## config.mk

```make
export PLATFORM = sky130hd
export DESIGN_NAME = output_port_arbiter
export DESIGN_NICKNAME = d
export VERILOG_FILES = /design/src/rtl/output_port_arbiter_pkg.sv /design/src/rtl/output_port_arbiter_rr_arbiter4.sv /design/src/rtl/output_port_arbiter.sv
export SDC_FILE = /design/constraint.sdc
export NUM_CORES = 1
export LEC_CHECK = 0
export ABC_AREA = 1
export BUFFER_PORTS_ARGS = -buffer_cell sky130_fd_sc_hd__buf_2
export CORE_MARGIN = 5
export CORE_UTILIZATION = 45
export DETAILED_ROUTE_END_ITERATION = 12
export GPL_ROUTABILITY_DRIVEN = 0
export GPL_TIMING_DRIVEN = 0
export PLACE_DENSITY = 0.86
export SYNTH_ARGS = -nofsm -noshare
export SYNTH_HDL_FRONTEND = slang
export SYNTH_SLANG_ARGS = --single-unit
export TNS_END_PERCENT = 30
```

## constraint.sdc

```tcl
create_clock -name clk -period 1.9 [get_ports clk]
set_clock_uncertainty 0.1 [all_clocks]
set_input_delay 0.095 -clock clk [delete_from_list [all_inputs] [get_ports clk]]
set_output_delay 0.095 -clock clk [all_outputs]
set_load 0.03 [all_outputs]
```

## src/rtl/output_port_arbiter_pkg.sv

```systemverilog
// -----------------------------------------------------------------------------
// output_port_arbiter_pkg
//   Shared definitions for the output port arbiter and its round-robin picker:
//   FSM state encoding, source index constants and the north/south payload
//   width derivation.
// -----------------------------------------------------------------------------
package output_port_arbiter_pkg;

    // Arbiter control states.
    typedef enum logic [1:0] {
        IDLE    = 2'd0,
        READ    = 2'd1,
        CAPTURE = 2'd2,
        HOLD    = 2'd3
    } state_t;

    // Source indices; also the bit positions in empty_in / ren_out.
    localparam logic [1:0] WEST  = 2'd0;
    localparam logic [1:0] EAST  = 2'd1;
    localparam logic [1:0] NORTH = 2'd2;
    localparam logic [1:0] SOUTH = 2'd3;

    localparam int NUM_SRC = 4;

    // Width of a north/south packet: the full packet minus the dx field.
    function automatic int ns_width(input int packet_width,
                                    input int dx_msb,
                                    input int dx_lsb);
        return packet_width - (dx_msb - dx_lsb + 1);
    endfunction

endpackage

```

## src/rtl/output_port_arbiter_rr_arbiter4.sv

```systemverilog
// -----------------------------------------------------------------------------
// rr_arbiter4
//   Combinational 4-way round-robin pick. The search starts at last+1 (mod 4)
//   and wraps, so the most recently served source is considered last.
//
//   Ports
//     req   [3:0]  request per source (1 = wants service)
//     last  [1:0]  source granted most recently
//     grant [1:0]  chosen source (equals last when nothing is requested)
//     any          at least one request is present
// -----------------------------------------------------------------------------
module rr_arbiter4
    import output_port_arbiter_pkg::*;
(
    input  logic [3:0] req,
    input  logic [1:0] last,
    output logic [1:0] grant,
    output logic       any
);

    assign any = |req;

    always_comb begin
        logic [1:0] idx;
        logic       found;
        // NOTE: every variable written here gets a value before any branch, so
        // no path can leave it holding an old value and infer a latch.
        grant = last;
        found = 1'b0;
        idx   = last;
        // Offset 4 wraps to last itself, so it is checked only after the others.
        for (int i = 1; i <= NUM_SRC; i++) begin
            idx = last + 2'(i);
            if (!found && req[idx]) begin
                grant = idx;
                found = 1'b1;
            end
        end
    end

endmodule

```

## src/rtl/output_port_arbiter.sv

```systemverilog
// -----------------------------------------------------------------------------
// output_port_arbiter
//   Arbitrates four source FIFOs (west, east, north, south) onto one registered
//   output port. A grant is held for a burst of up to BURST_MAX packets while
//   the granted FIFO keeps data; then the round-robin pointer moves on.
//   Each packet takes READ (pop the FIFO), CAPTURE (FIFO data is valid, load
//   the output register) and HOLD (wait for the consumer handshake).
//
//   Ports
//     clk                    rising-edge clock
//     rst                    asynchronous, active-low reset
//     empty_in   [3:0]       FIFO empty flags {south, north, east, west}
//     ren_out    [3:0]       FIFO read enables, one-hot, only in READ
//     din_west / din_east    full-width FIFO data
//     din_north / din_south  FIFO data without the dx field (NS_WIDTH bits)
//     dout                   registered output packet
//     dout_src   [1:0]       source index of dout
//     dout_valid             dout holds a packet
//     dout_ready             consumer accepts dout
//     busy                   FSM is not in IDLE
// -----------------------------------------------------------------------------
module output_port_arbiter
    import output_port_arbiter_pkg::*;
#(
    parameter  int PACKET_WIDTH = 30,
    parameter  int DX_MSB       = 29,
    parameter  int DX_LSB       = 21,
    parameter  int BURST_MAX    = 4,
    localparam int NS_WIDTH     = ns_width(PACKET_WIDTH, DX_MSB, DX_LSB)
) (
    input  logic                    clk,
    input  logic                    rst,
    input  logic [3:0]              empty_in,
    output logic [3:0]              ren_out,
    input  logic [PACKET_WIDTH-1:0] din_west,
    input  logic [PACKET_WIDTH-1:0] din_east,
    input  logic [NS_WIDTH-1:0]     din_north,
    input  logic [NS_WIDTH-1:0]     din_south,
    output logic [PACKET_WIDTH-1:0] dout,
    output logic [1:0]              dout_src,
    output logic                    dout_valid,
    input  logic                    dout_ready,
    output logic                    busy
);

    state_t state;
    state_t state_next;

    logic [1:0] grant;       // source owning the current burst
    logic [1:0] last_grant;  // source whose burst ended most recently
    logic [3:0] burst_cnt;   // packets already delivered in this burst

    logic [3:0] req;
    logic [1:0] arb_grant;
    logic       arb_any;

    logic       handshake;
    logic       burst_more;
    logic       start_grant;
    logic       capture;
    logic       hs_continue;
    logic       hs_done;

    logic [PACKET_WIDTH-1:0] din_sel;

    // -------------------------------------------------------------------------
    // Round-robin pick among non-empty sources
    // -------------------------------------------------------------------------
    assign req = ~empty_in;

    rr_arbiter4 u_rr_arbiter4 (
        .req   (req),
        .last  (last_grant),
        .grant (arb_grant),
        .any   (arb_any)
    );

    // -------------------------------------------------------------------------
    // Burst continuation: room for another packet and the same FIFO still has
    // data at the moment of the handshake.
    // -------------------------------------------------------------------------
    assign handshake  = dout_valid && dout_ready;
    assign burst_more = (({1'b0, burst_cnt} + 5'd1) < 5'(BURST_MAX))
                        && !empty_in[grant];

    assign busy = (state != IDLE);

    // -------------------------------------------------------------------------
    // FSM state register
    // -------------------------------------------------------------------------
    always_ff @(posedge clk or negedge rst) begin
        if (!rst) begin
            state <= IDLE;
        end else begin
            // NOTE: state elements use non-blocking assignment so every flop
            // samples pre-edge values regardless of block evaluation order.
            state <= state_next;
        end
    end

    // -------------------------------------------------------------------------
    // FSM next-state and control strobes
    // -------------------------------------------------------------------------
    always_comb begin
        state_next  = state;
        ren_out     = 4'b0000;
        start_grant = 1'b0;
        capture     = 1'b0;
        hs_continue = 1'b0;
        hs_done     = 1'b0;

        case (state)
            IDLE: begin
                if (arb_any) begin
                    start_grant = 1'b1;
                    state_next  = READ;
                end
            end

            READ: begin
                ren_out    = 4'b0001 << grant;
                state_next = CAPTURE;
            end

            // FIFO data popped in READ is presented during this cycle.
            CAPTURE: begin
                capture    = 1'b1;
                state_next = HOLD;
            end

            HOLD: begin
                if (handshake) begin
                    if (burst_more) begin
                        hs_continue = 1'b1;
                        state_next  = READ;
                    end else begin
                        hs_done    = 1'b1;
                        state_next = IDLE;
                    end
                end
            end

            default: state_next = IDLE;
        endcase
    end

    // -------------------------------------------------------------------------
    // Data selection: north/south payloads sit in the low bits, the dx field
    // and anything above NS_WIDTH are zero.
    // -------------------------------------------------------------------------
    always_comb begin
        case (grant)
            WEST:    din_sel = din_west;
            EAST:    din_sel = din_east;
            NORTH:   din_sel = PACKET_WIDTH'(din_north);
            default: din_sel = PACKET_WIDTH'(din_south);
        endcase
    end

    // -------------------------------------------------------------------------
    // Grant, burst counter and output register
    // -------------------------------------------------------------------------
    always_ff @(posedge clk or negedge rst) begin
        if (!rst) begin
            // NOTE: every register here is control or a single output word, so
            // all of it is reset; an in-flight packet is simply dropped.
            grant      <= WEST;
            last_grant <= SOUTH;   // west wins the first arbitration
            burst_cnt  <= '0;
            dout       <= '0;
            dout_src   <= WEST;
            dout_valid <= 1'b0;
        end else begin
            if (start_grant) begin
                grant     <= arb_grant;
                burst_cnt <= '0;
            end

            if (hs_continue) begin
                burst_cnt <= burst_cnt + 4'd1;
            end

            if (hs_done) begin
                last_grant <= grant;
            end

            if (capture) begin
                dout       <= din_sel;
                dout_src   <= grant;
                dout_valid <= 1'b1;
            end else if (hs_continue || hs_done) begin
                dout_valid <= 1'b0;
            end
        end
    end

endmodule

```

# Word level (Yosys, flattened, before mapping)
# Cells that the tools add are included.
# classes
add_sub_neg,5
magnitude_cmp,6
n_eq_ne,7
shift,1
muxes,36
bitwise_logic,1
n_reduce_logical,17
# op_table
cell,n
30-bit case mux with 3 select lines,1
1-bit 2-to-1 mux,20
"2-bit by 3-bit < comparator with 1-bit output, second input constant",5
2-bit 2-to-1 mux,6
4-bit 2-to-1 mux,3
1-bit binary-select mux with 2-bit select,5
2-bit case mux with 4 select lines,1
"2-bit equality test, second input constant",3
2-bit nonzero test,3
"4-bit by 1-bit adder with 5-bit output, second input constant",1
1-bit logical AND,5
"5-bit by 3-bit < comparator with 1-bit output, second input constant",1
"2-bit adder, second input constant",2
"4-bit by 1-bit adder with 4-bit output, second input constant",1
"2-bit by 1-bit equality test with 1-bit output, second input constant",2
1-bit zero test,4
2-bit zero test,2
"2-bit inequality test, second input constant",2
4-bit NOT,1
4-bit OR reduction,1
"1-bit by 2-bit << shifter with 4-bit output, first input constant",1
"2-bit by 1-bit adder with 2-bit output, second input constant",1
2-bit AND reduction,1
1-bit logical OR,1
# totals
register_bits,43
input_bits,109
output_inout_bits,38
word_cells,80

# Logic depth before layout (Yosys ltp)
# logic_depth
ltp_word,13
depth_mapped,13
ltp_nobuf,12

# By module
# A second synthesis with hierarchy kept.
# hier_totals
hier_cells,377
area_unflattened_um2,2632.5
# by_module_without_submodules
module,instances,cells_per_inst,area_per_inst_um2,seq_area_each_um2
output_port_arbiter,1,333,2378.5,1078.5
rr_arbiter4,1,44,254.0,0.0

# Least setup slack after synthesis
# No wires, ideal clock.
# synth_path
path_type,register to register
startpoint,reg state[0]
endpoint,reg dout[4]
setup_time_ns,0.076
arrival_time_ns,1.405
t_required_ns,1.724
slack_ns,0.318
stages_incl_launch_ff,9
path_buffers,3
synth_period_minus_slack_ns,1.582
cell_sequence,dfrtp_1 > inv_1 > ha_1 > buf_2 > inv_1 > buf_2 > clkbuf_1 > nand2_1 > o21ai_1
# synth_between
elab_chain_cells,2
# synth_lines
item,line_no,rtl
start: declaration,output_port_arbiter.sv:46,state_t state;
start signal: assignment,output_port_arbiter.sv:97,state <= state_next;
2-bit equality test,output_port_arbiter.sv:112,case (state)
1-bit 2-to-1 mux,output_port_arbiter.sv:112,
named net capture,output_port_arbiter.sv:60,logic capture;
end signal: assignment,output_port_arbiter.sv:188,dout <= din_sel;
end: declaration,output_port_arbiter.sv:39,"output logic [PACKET_WIDTH-1:0] dout,"
# The timed path passes the listed nets, and every way through them passes these cells.
# A chain may end at the register's enable or synchronous reset.

# Final worst setup path
# layout_path
startpoint,reg state[0]
endpoint,reg dout[28]
# The elaborated chain is that of the path after synthesis.

==> impl_metrics.py <==
metrics = {
    "setup_path": {
        "critPathBufInv": 5,
        "arrival_ns": 1.91,
        "crit_type": "reg -> reg",
        "max_stage_delay_ns": 0.41,
        "critPathSlowestCell": "dfrtp_1",
        "worstPathMaxFanout": 10,
        "crit_top_cell": "clkbuf_4",
        "path_cells": "inv_1 -> ha_1 -> clkbuf_4 -> inv_1 -> clkbuf_4 -> clkbuf_4 -> a21oi_1 -> a21oi_1",
        "required_ns": 2.03,
        "start_kind": "flip-flop",
        "setup.worst_path.end_class": "flip-flop",
        "critPathTopFamily": "buffers and inverters",
    },
    "cts": {
        "clk_pin_slew_ns": 0.08,
        "clk_latency_ns": 0.30,
        "cts_buffer_depth": 2,
        "root_buffer": "clkbuf_8",
        "cts.sinks": 43,
        "cts_tree": "built",
        "numCtsBuffers": 5,
        "post_cts_buffers": 0,
        "cts_max_level": 2,
    },
    "global_routing": {
        "grt_first_pass_wirelength_um": 15400,
        "antenna_found_initial": 0,
        "grt_overflow": 0,
        "grt_util_all_layers": 0.261,
        "grt_max_degree": 44,
        "grt_pass1_vias": 3308,
    },
    "floorplanning": {
        "die_w_um": 86.5,
        "fp.dieH_um": 86.5,
        "die-area_um2": 7480,
        "core_area_um2": 5610,
        "num_rows": 27,
        "initial_core_util": 0.469,
        "pin_count": 147,
    },
    "timing": {
        "timing.hold.ws_ns": 0.00402,
        "timing.fmax_mhz": 560,
        "slew-limit-headroom": 0.367,
        "period_share": 0.940,
        "setup_viol": 0,
        "period_needed_ns": 1.79,
        "final_hold_viol_count": 0,
        "drv_slew": 0,
        "worst_pin_slew_ns": 0.950,
        "setup_tns_ns": 0,
    },
    "place": {
        "port_buffers": 146,
        "hpwl_um": 6740,
    },
    "routing": {
        "dr_total_vias": 3246,
        "finalWirelength_um": 9840,
        "dr.pass1.iters": 5,
        "viasPerCell": 5.13,
        "drt-initial-drc-count": 192,
        "wl_per_cell_um": 15.6,
        "ant_nets": 0,
        "drc_errors": 0,
    },
    "cells_and_area": {
        "post-route-util": 0.724,
        "multi_input_area_um2": 1330,
        "drive_above_1_share": 0.349,
        "register_area_um2": 1080,
        "diodes": 0,
        "finalNetCount": 674,
        "syn2layout_area_growth_pct": 54.4,
        "fillers": 427,
    },
    "job": {
        "maxCapViolations": 0,
    },
    "synth": {
        "synth_commonest_cells": "139 x nand2_1, 41 x dfrtp_1, 25 x inv_1",
        "synth_edf_count": 0,
        "yosysWarnings": 0,
        "synth_nets": 473,
        "syn_area_um2": 2630,
        "synth_top_area_frac": 0.390,
        "ys_seq_area_frac": 0.410,
        "synthArstFlopShare": 1.00,
        "syn_inst": 359,
        "synth-seq-cells": 43,
        "synth_cell_types": 27,
        "yosysMostFrequentCell": "nand2_1",
        "synthTopCellsByArea": "dfrtp_1 39%, nand2_1 20%, a221oi_1 7.0%",
        "synthFlopType": "dfrtp_1",
        "syn_area_per_cell_um2": 7.33,
        "synth_top_cell_by_area": "dfrtp_1",
    },
    "power_and_ir_drop": {
        "powerDensity_nw_per_um2": 1540,
        "max-vdd-ir-drop_v": 0.000916,
        "power_mw": 6.24,
        "p_leak_nw": 2.23,
    },
    "hold_path": {
        "min_path_type": "in -> reg",
    },
    "status": {
        "outcome": "complete, no violations",
    },
}
-- flip-flops by register name, summed over array words and instances, names as in the netlist --
signal	count
grant	2
dout_src	2
last_grant	2
state	2
dout_valid	1
dout	30
burst_cnt	4
-- report_power, final --
group	internal (mW)	switching (mW)
Clock	0.391	0.322
Sequential	1.34	0.259
Combinational	1.31	2.62
-- metrics by stage --
stage,instances,instance area (µm²),setup slack (ns)
floorplan,359,2630,0.318
global placement,577,3450,0.0140
detailed placement,577,3450,-0.0801
CTS,633,4050,0.0747
global route,633,4060,-0.00503
finish,633,4060,0.114
-- worst register-to-register path, cell delays in order (launching register included) --
cell,delay [ns]
dfrtp_1,0.41
inv_1,0.10
ha_1,0.20
clkbuf_4,0.19
inv_1,0.11
clkbuf_4,0.20
clkbuf_4,0.22
a21oi_1,0.06
a21oi_1,0.14
-- logic make-up (layout without fill, tap and decap cells) --
logic type,Yosys count,in the layout,synth area share
and+or+nand+nor,184,184,0.295
adders and majority gates,5,5,0.0238
AOI/OAI and AO/OA,77,77,0.180
xor gates and xnor gates,2,2,0.00666
buffers and inverters,48,250,0.0851
DFF,43,43,0.410
-- cell type report --
class / count / area share
Clock inverter: 3 / 0.0108
Buffer: 18 / 0.0302
Clock buffer: 5 / 0.0169
Inverter: 30 / 0.0290
Tap cell: 72 / 0.0222
Sequential cell: 43 / 0.266
Multi-Input combinational cell: 268 / 0.327
Timing Repair Buffer: 194 / 0.298
-- cell usage in the layout, fill, tap and decap left out, drive strengths merged --
master / Yosys / layout
o22ai: 1 / 1
o2bb2ai: 1 / 1
clkinv: 1 / 3
o21ai: 34 / 34
bufinv: 0 / 1
dfstp: 2 / 2
dfrtp: 41 / 41
a21oi: 20 / 20
nand4: 1 / 1
clkbuf: 2 / 11
dlygate4sd3: 0 / 48
inv: 29 / 29
buf: 16 / 158
nand3: 4 / 4
ha: 5 / 5
a221oi: 21 / 21
nand2: 153 / 153
nor2: 24 / 24
xor2: 2 / 2
nor3: 2 / 2
-- layer usage --
metal  track usage  vias to the layer above  wire length [µm]
met4         0.102                        0               290
met5             0                        -                 0
met1         0.311                     1459              3800
met3        0.0542                       31               792
met2         0.457                      185              4960
li1              -                     1571                 -
-- final timing paths --
check | start | end | slack, ns | depth (start not counted)
min | din_west[17] | dout[17] | 0.004 | 3
min reg2reg | dout[17] | dout[17] | 0.39 | 2
min in group asynchronous | rst | state[0] | 0.37 | 2
max reg2reg | state[0] | dout[28] | 0.11 | 8
max in group asynchronous | rst | dout[17] | 0.73 | 2
max | state[0] | dout[28] | 0.11 | 8
-- repair_timing --
item                       CTS  global route
hold endpoints to repair    67             0
gates resized for setup      1             8
pin swaps                    0             0
hold buffers                48             0
setup endpoints to repair   10            26
(Power assumes the default switching activity.)
